File: src/rtl/adc_rx.sv
// adc_rx: WM8731 ADC receive master (b_clk/adc_lr_clk gen, 32-bit deserialiser, valid/ack; ADC_RX_SYNC_EN adds adcdat synchroniser)
module adc_rx #(
  parameter int BCLK_DIV = 2,
  parameter int FRAME_BITS = 64
) (
  input  logic        m_clk,
  input  logic        rst,
  input  logic        en,
  input  logic        adcdat,
  input  logic        sample_ack,
  output logic        b_clk,
  output logic        adc_lr_clk,
  output logic [15:0] left,
  output logic [15:0] right,
  output logic        sample_valid,
  output logic        overrun
);
  localparam int DW = BCLK_DIV > 1 ? $clog2(BCLK_DIV) : 1;
  localparam int BW = $clog2(FRAME_BITS);
  logic [DW-1:0] div_cnt;
  logic [BW-1:0] bit_cnt, bit_nxt;
  logic [31:0] shift;
  logic wrap, fall, done, din;
`ifdef ADC_RX_SYNC_EN
  logic [1:0] sync;
  always_ff @(posedge m_clk) sync <= rst ? 2'b00 : {sync[0], adcdat};
  assign din = sync[1];
`else
  assign din = adcdat;
`endif
  always_comb begin
    wrap = div_cnt == DW'(BCLK_DIV - 1);
    fall = en & wrap & b_clk;
    bit_nxt = bit_cnt == BW'(FRAME_BITS - 1) ? '0 : bit_cnt + 1'b1;
    done = fall & (bit_cnt == BW'(31));
  end
  always_ff @(posedge m_clk) begin
    if (rst || !en) begin
      div_cnt <= '0;
      b_clk <= 1'b0;
      adc_lr_clk <= 1'b0;
      bit_cnt <= BW'(FRAME_BITS - 1);
      shift <= '0;
    end else begin
      div_cnt <= wrap ? '0 : div_cnt + 1'b1;
      if (wrap) b_clk <= ~b_clk;
      if (fall) begin
        bit_cnt <= bit_nxt;
        adc_lr_clk <= bit_nxt < BW'(FRAME_BITS / 2);
        if ({1'b0, bit_cnt} < (BW+1)'(32)) shift[~bit_cnt[4:0]] <= din;
      end
    end
  end
  always_ff @(posedge m_clk) begin
    if (rst) begin
      left <= '0;
      right <= '0;
      sample_valid <= 1'b0;
      overrun <= 1'b0;
    end else begin
      overrun <= done & sample_valid & ~sample_ack;
      if (done) begin
        left <= shift[31:16];
        right <= {shift[15:1], din};
        sample_valid <= 1'b1;
      end else if (sample_ack) begin
        sample_valid <= 1'b0;
      end
    end
  end
endmodule

File: config.mk
export PLATFORM = sky130hd
export DESIGN_NAME = adc_rx
export DESIGN_NICKNAME = d
export VERILOG_FILES = /design/src/rtl/adc_rx.sv
export SDC_FILE = /design/constraint.sdc
export NUM_CORES = 1
export LEC_CHECK = 0
export ABC_CLOCK_PERIOD_IN_PS = 4140
export BUFFER_PORTS_ARGS = -buffer_cell sky130_fd_sc_hd__buf_2
export CAP_MARGIN = 20
export CORE_AREA = 3 3 66 129
export DETAILED_ROUTE_END_ITERATION = 12
export DIE_AREA = 0 0 69 132
export PLACE_DENSITY_LB_ADDON = 0.3
export SETUP_SLACK_MARGIN = 0.4
export SLEW_MARGIN = 20
export SYNTH_ARGS = -nofsm -noshare
export SYNTH_HDL_FRONTEND = slang
export SYNTH_SLANG_ARGS = --single-unit
File: constraint.sdc
create_clock -name m_clk -period 4.14 [get_ports m_clk]
set_clock_uncertainty 0.05 [all_clocks]
set_input_delay 0.828 -clock m_clk [delete_from_list [all_inputs] [get_ports m_clk]]
set_output_delay 0.828 -clock m_clk [all_outputs]
set_load 0.02 [all_outputs]
==> qor.csv, run 1 <==
stage,metric,value,unit
die,Die W,69,µm
routing,First-pass DRT Iterations,4,
power_and_ir_drop,Pint,1.38,mW
cells_and_area,Multi-input gate area,0.00165,mm²
cells_and_area,P&R area growth vs syn,13.9,%
clock_network,CTS Root Cell,clkbuf_16,
cells_and_area,filler cell count,752,
clock_network,hold-fix buffer count after cts,0,
routing,# DRC,0,
logic_synthesis,Synthesis Warnings,0,
global_routing,vias in the first global route,2481,
logic_synthesis,sequential element share of the synthesized area,0.439,
sta,ratio of final minimum period to clock period,0.592,
setup_path,Worst setup EP type,flop,
routing,vias,2531,
die,io pins,41,
logic_synthesis,Gate Count Post-Synth,356,
logic_synthesis,syn avg cell area,9.48,µm²
hold_path,class of the worst hold path,reg -> reg,
clock_network,CTS tree,built,
cells_and_area,most common library cell in the layout ignoring fill and taps,dfxtp_1,
power_and_ir_drop,pwr dens,440,mW/mm²
routing,routed len/inst,14.2,µm
die,Initial Util,0.441,
setup_path,Critical Path RT,4270,ps
logic_synthesis,Mapped Nets,365,
hold_path,critical hold path startpoint,shift[19],
sta,# setup viols final,0,
sta,Setup WS post-layout,1690,ps
placed_design,number of port buffers,40,
power_and_ir_drop,sequential power share,0.423,
setup_path,FF-to-FF End,left[10],
sta,min cycle time layout,2450,ps
logic_synthesis,Yosys cell types,38,
job,Max Cap Viol,0,
global_routing,grt ovf,0,
setup_path,WS Path Type,reg -> reg,
clock_network,# resized after CTS,0,
power_and_ir_drop,Net Sw Frac,0.182,
die,chip height,132,µm
clock_network,Skew-Pair Late Insertion Delay,330,ps
global_routing,largest net degree at the start of global routing,76,
placed_design,HPWL after DPL,4160,µm
routing,vias per std cell,5.36,
clock_network,CTS H-tree depth,3,
clock_network,Max Root-Sink Buffers,2,
sta,fmax,408,MHz
setup_path,Worst EP arrival,2580,ps
logic_synthesis,"Cell Area, Synth",0.00337,mm²
cells_and_area,share of layout cells above drive strength 1,0.196,
global_routing,first-pass GRT wire length,11500,µm
clock_network,CTS buffer count,9,
routing,post-route ant nets,0,
power_and_ir_drop,Clk pwr share,0.561,
placed_design,Place WS,1460,ps
global_routing,GR Util All Layers,0.155,
cells_and_area,nets,382,
placed_design,routability-driven placement congestion ratio,0.840,
logic_synthesis,Seq cells post-synth,74,
power_and_ir_drop,part of the power in combinational logic,0.016,
cells_and_area,n_diodes,0,
setup_path,CP Max Fanout,54,
hold_path,WHS Endpoint,shift[19],
clock_network,Worst-path clk slew,60,ps
clock_network,setup bufs post-CTS,0,
clock_network,CTS Sinks,74,
sta,TNS Setup,0,ps
die,standard-cell rows,45,
cells_and_area,register area,0.00148,mm²
sta,slew at the pin closest to its max-slew limit,982,ps
setup_path,CP Launch Type,flop,
sta,Fin. Hold Viols,0,
power_and_ir_drop,Max IR drop VDD,0.000288,V
sta,RSZ-0062 raised after global routing,false,
sta,Slew HR,0.346,
global_routing,initial antenna violation count,0,
die,core box area,0.00766,mm²
hold_path,Hold Path Depth,2,
sta,Final Max Slew Viols,0,
power_and_ir_drop,Net Sw Power,0.308,mW
power_and_ir_drop,Lkg Pwr,1.70,nW
routing,Post-Route WL,6700,µm
setup_path,R2R depth,4,
setup_path,FF-to-FF Start,bit_cnt[2],
die,die footprint,0.00911,mm²
status,status,completed,
cells_and_area,most frequent cells in the layout,"dfxtp_1 (74), nand2_1 (61), buf_2 (40)",
power_and_ir_drop,Pwr Total,1.69,mW
routing,Iteration-0 DRC Markers,140,
setup_path,R2R setup slack,1690,ps
==> final cells by class <==
class / instances / share of cell area
clock buffer: 11 / 0.0632
clock inverter: 5 / 0.0326
inverter: 3 / 0.00293
multi-input combinational: 243 / 0.429
sequential: 74 / 0.385
tap: 94 / 0.0306
timing repair buffer: 42 / 0.0560
==> worst max path at each step <==
stage                          start          to  slack [ps]  cells past startpoint
after floorplan                  rst  bit_cnt[3]        2410                      5
after global placement           rst    shift[1]        1570                      4
after detailed placement         rst   shift[11]        1460                      4
after CTS                 bit_cnt[2]    left[10]        1680                      4
after global routing      bit_cnt[2]     left[6]        1480                      4
final                     bit_cnt[2]    left[10]        1690                      4
==> per-stage QoR <==
stage | util | instances | cell area [µm²] | hold slack [ps]
after global routing | 0.502 | 472 | 3840 | 436
after global placement | 0.454 | 456 | 3480 | 396
final | 0.502 | 472 | 3840 | 409
after detailed placement | 0.454 | 456 | 3480 | 403
after floorplan | - | 356 | 3370 | 389
after CTS | 0.502 | 472 | 3840 | 412
==> critical path: stages, from the launching register on <==
cell     delay (ps)
dfxtp_1         680
and4b_2        1000
buf_4           360
a21bo_1         140
a21oi_1          60
==> flip-flops by register name, indices dropped and copies added, names as in the netlist <==
signal / flops
overrun: 1
right: 16
bit_cnt: 6
sample_valid: 1
b_clk: 1
adc_lr_clk: 1
shift: 31
div_cnt: 1
left: 16
==> cell families after synthesis <==
family	after synthesis	synth area share
DFF	74	0.439
and+or+nand+nor	126	0.203
buffers and inverters	39	0.0730
adders and majority gates	4	0.0148
muxes	31	0.0920
xor gates and xnor gates	2	0.00519
AOI/OAI and AO/OA	80	0.173
==> per-layer routing <==
layer | GRT usage | share of wire | up-vias
met5 | 0 | 0 | -
met4 | 0.0826 | 0.024 | 0
met2 | 0.267 | 0.52 | 44
met3 | 0.0450 | 0.036 | 12
met1 | 0.167 | 0.42 | 1210
li1 | - | - | 1265
==> power by group through the flow <==
stage	Clock [mW]	Combinational, mW	Sequential [mW]
CTS	0.968	0.0267	0.716
floorplan	0	0.0224	0.730
detailed placement	0	0.0268	0.732
global placement	0	0.0260	0.732
finish	0.950	0.0262	0.716
global route	0.999	0.0287	0.716
==> cell usage after synthesis <==
cell	number	area (µm²)
dfxtp_1	74	1480
nand2_1	61	229
a21oi_1	36	180
nand3_1	36	180
a21bo_1	32	320
mux2i_1	31	310
buf_2	19	95.1
clkbuf_1	7	26.3
nand2_2	6	37.5
buf_6	5	56.3
and4_1	4	35.0
ha_1	4	50.1
o21ai_0	4	20.0
and4bb_2	3	37.5
buf_4	3	22.5
inv_1	3	11.3
nand2b_1	2	12.5
nand4_1	2	12.5
nor2_1	2	7.51
nor4b_4	2	47.6
o31ai_1	2	15.0
xnor2_1	2	17.5
a31oi_1	1	6.26
a32oi_1	1	8.76
and2_1	1	6.26
and3_1	1	6.26
and4_4	1	11.3
and4b_1	1	10.0
buf_12	1	20.0
buf_8	1	15.0
nor2b_1	1	6.26
nor3_2	1	10.0
nor4_4	1	21.3
nor4b_2	1	15.0
o2111a_1	1	11.3
o211ai_1	1	7.51
o21ai_1	1	5.00
o311ai_0	1	8.76
No activity file was read; power rests on OpenSTA's default activity.
==> run 2, diff against run 1 <==
Settings changed: ABC_CLOCK_PERIOD_IN_PS 4140 to 2000.
Clock period 4.14 ns to 2 ns, I/O delays scaled along.
==> run 2 against run 1 <==
Compared with the run above: non-clock buffer count grew 14; critical path type unchanged; die area unchanged; final cell count rose by 2.1%; wire length increased by 4.1%; first-iteration DRC count down 2.9%; largest power group is now registers; clock-buffer cell count unchanged.
==> qor.csv, run 2 (synthesis gave the netlist of run 1 again) <==
stage,metric,value,unit,change
cells_and_area,n_diodes,0,,unchanged
setup_path,Worst setup EP type,flop,,
sta,RSZ-0062 raised after global routing,true,,
placed_design,number of port buffers,40,,unchanged
die,die footprint,0.00911,mm²,unchanged
power_and_ir_drop,pwr dens,758,mW/mm²,+72%
setup_path,FF-to-FF Start,bit_cnt[0],,
routing,vias per std cell,5.33,,-0.60%
die,io pins,41,,unchanged
die,chip height,132,µm,unchanged
clock_network,Worst-path clk slew,50,ps,about the same
job,Max Cap Viol,0,,unchanged
setup_path,Worst EP arrival,1720,ps,-860 ps
die,Die W,69,µm,unchanged
setup_path,CP Max Fanout,14,,-74%
sta,TNS Setup,0,ps,unchanged
hold_path,class of the worst hold path,in -> reg,,
placed_design,routability-driven placement congestion ratio,0.800,,-4.8%
setup_path,critical path's slowest cell,dfxtp_4,,
setup_path,WS Path Type,reg -> reg,,
setup_path,cells along the critical path,"ha_2, and4_4, buf_4, nand2_1, nor3_2",,
clock_network,Skew-Pair Late Insertion Delay,330,ps,about the same
clock_network,CTS buffer count,9,,unchanged
routing,vias,2569,,+1.5%
global_routing,GR Util All Layers,0.156,,+0.00151
global_routing,largest net degree at the start of global routing,52,,-32%
sta,ratio of final minimum period to clock period,0.755,,+0.163
sta,Setup WS post-layout,490,ps,-1200 ps
status,status,completed,,
clock_network,CTS Sinks,74,,unchanged
cells_and_area,most frequent cells in the layout,"dfxtp_1 (72), nand2_1 (61), buf_2 (40)",,
routing,Post-Route WL,6970,µm,+4.1%
global_routing,initial antenna violation count,0,,unchanged
sta,min cycle time layout,1510,ps,-940 ps
sta,slew at the pin closest to its max-slew limit,459,ps,-523 ps
sta,# setup viols final,0,,unchanged
cells_and_area,most common library cell in the layout ignoring fill and taps,dfxtp_1,,
sta,Final Max Slew Viols,0,,unchanged
hold_path,critical hold path startpoint,sample_ack,,
setup_path,"slowest stage delay, CP",390,ps,-610 ps
die,Initial Util,0.441,,unchanged
sta,Slew HR,0.693,,+0.348
routing,Iteration-0 DRC Markers,136,,-2.9%
routing,post-route ant nets,0,,unchanged
sta,Fin. Hold Viols,0,,unchanged
die,core box area,0.00766,mm²,unchanged
cells_and_area,final instance area,0.00388,mm²,+0.85%
placed_design,HPWL after DPL,4610,µm,+11%
placed_design,Place WS,222,ps,-1240 ps
cells_and_area,P&R area growth vs syn,14.9,%,
cells_and_area,share of layout cells above drive strength 1,0.224,,+0.0285
setup_path,"CP delay by family, top",simple AND/OR/NAND/NOR gates,,
cells_and_area,filler cell count,769,,+2.3%
routing,# DRC,0,,unchanged
cells_and_area,Largest regs,"shift: 31 flops, left: 16 flops, right: 16 flops",,
cells_and_area,Largest register FFs,31,,unchanged
setup_path,CP Launch Type,flop,,
clock_network,CTS tree,built,,
setup_path,CP bufs+invs,1,,unchanged
cells_and_area,Largest Register,shift,,
global_routing,vias in the first global route,2472,,-0.36%
global_routing,grt ovf,0,,unchanged
setup_path,Critical path origin,bit_cnt[0],,
sta,fmax,662,MHz,+62%
die,standard-cell rows,45,,unchanged
setup_path,Critical Path RT,2210,ps,-2060 ps
placed_design,Placed Area,0.00360,mm²,+3.7%
cells_and_area,nets,396,,+3.7%
routing,First-pass DRT Iterations,4,,unchanged
clock_network,CTS H-tree depth,3,,unchanged
clock_network,CTS Root Cell,clkbuf_16,,
clock_network,Max Root-Sink Buffers,2,,unchanged
global_routing,first-pass GRT wire length,11700,µm,+1.4%
power_and_ir_drop,Max IR drop VDD,0.000493,V,+71%
routing,routed len/inst,14.5,µm,+1.9%
power_and_ir_drop,Pwr Total,2.94,mW,+74%
power_and_ir_drop,Lkg Pwr,1.72,nW,+1.1%
-- run 2: changes by cell type in the layout (fill, tap and decap cells not counted) --
cell | previous run | this run
buf_4 | 2 | 13
bufinv_16 | 4 | 0
buf_12 | 0 | 3
dfxtp_1 | 74 | 72
dfxtp_4 | 0 | 2
ha_1 | 4 | 3
ha_2 | 0 | 1
-- run 2: worst register-to-register path, delay by kind of cell (launching register included) --
kind,cells,cell delay [ps]
AND/OR/NAND/NOR,3,560
buffers and inverters,1,220
adder cells (fa/ha/maj),1,220
flip-flops,1,390
-- run 2: final cells by class --
cell class / instances / area, µm² / area share
Multi-Input combinational cell: 243 / 1650 / 0.426
Sequential cell: 74 / 1490 / 0.384
Timing Repair Buffer: 56 / 358 / 0.0923
Clock buffer: 11 / 243 / 0.0626
Tap cell: 94 / 118 / 0.0303
Inverter: 3 / 11.3 / 0.00291
Clock inverter: 1 / 5.00 / 0.00129
-- run 2: layer usage --
layer  share of wire  global-route usage  vias to the layer above
met1            0.43               0.180                     1223
met2            0.51               0.265                       42
li1                -                   -                     1294
met3           0.038              0.0435                       10
met4           0.020              0.0717                        0
met5               0                   0                        -
-- run 2: final timing paths --
check,slack (ps),cells past startpoint,end
worst max register to register,490,5,overrun
worst min register to register,410,2,shift[15]
worst min-delay path,300,3,overrun
worst max-delay path,490,5,overrun
-- run 2: power by group --
part / switching (mW) / total [mW] / internal [mW] / leakage [nW]
logic: 0.0462 / 0.0653 / 0.0191 / 0.999
clock network: 0.551 / 1.39 / 0.842 / 0.123
registers: 0.00561 / 1.48 / 1.48 / 0.596
total: 0.602 / 2.94 / 2.34 / 1.72
-- run 2: metrics by stage --
| stage | utilization | instances | hold WS (ps) |
|---|---|---|---|
| after CTS | 0.505 | 482 | 292 |
| after global routing | 0.506 | 482 | 313 |
| after floorplan | - | 356 | 389 |
| final | 0.506 | 482 | 298 |
| after global placement | 0.471 | 468 | 395 |
| after detailed placement | 0.471 | 468 | 402 |
-- run 2: timing repair --
item | CTS | global route
setup endpoints to repair | 33 | 26
pin swaps | 1 | 0
buffers inserted | 2 | 0
resized for setup | 2 | 3
gates cloned | 0 | 0
hold buffers | 0 | 0
hold endpoints to repair | 0 | 0
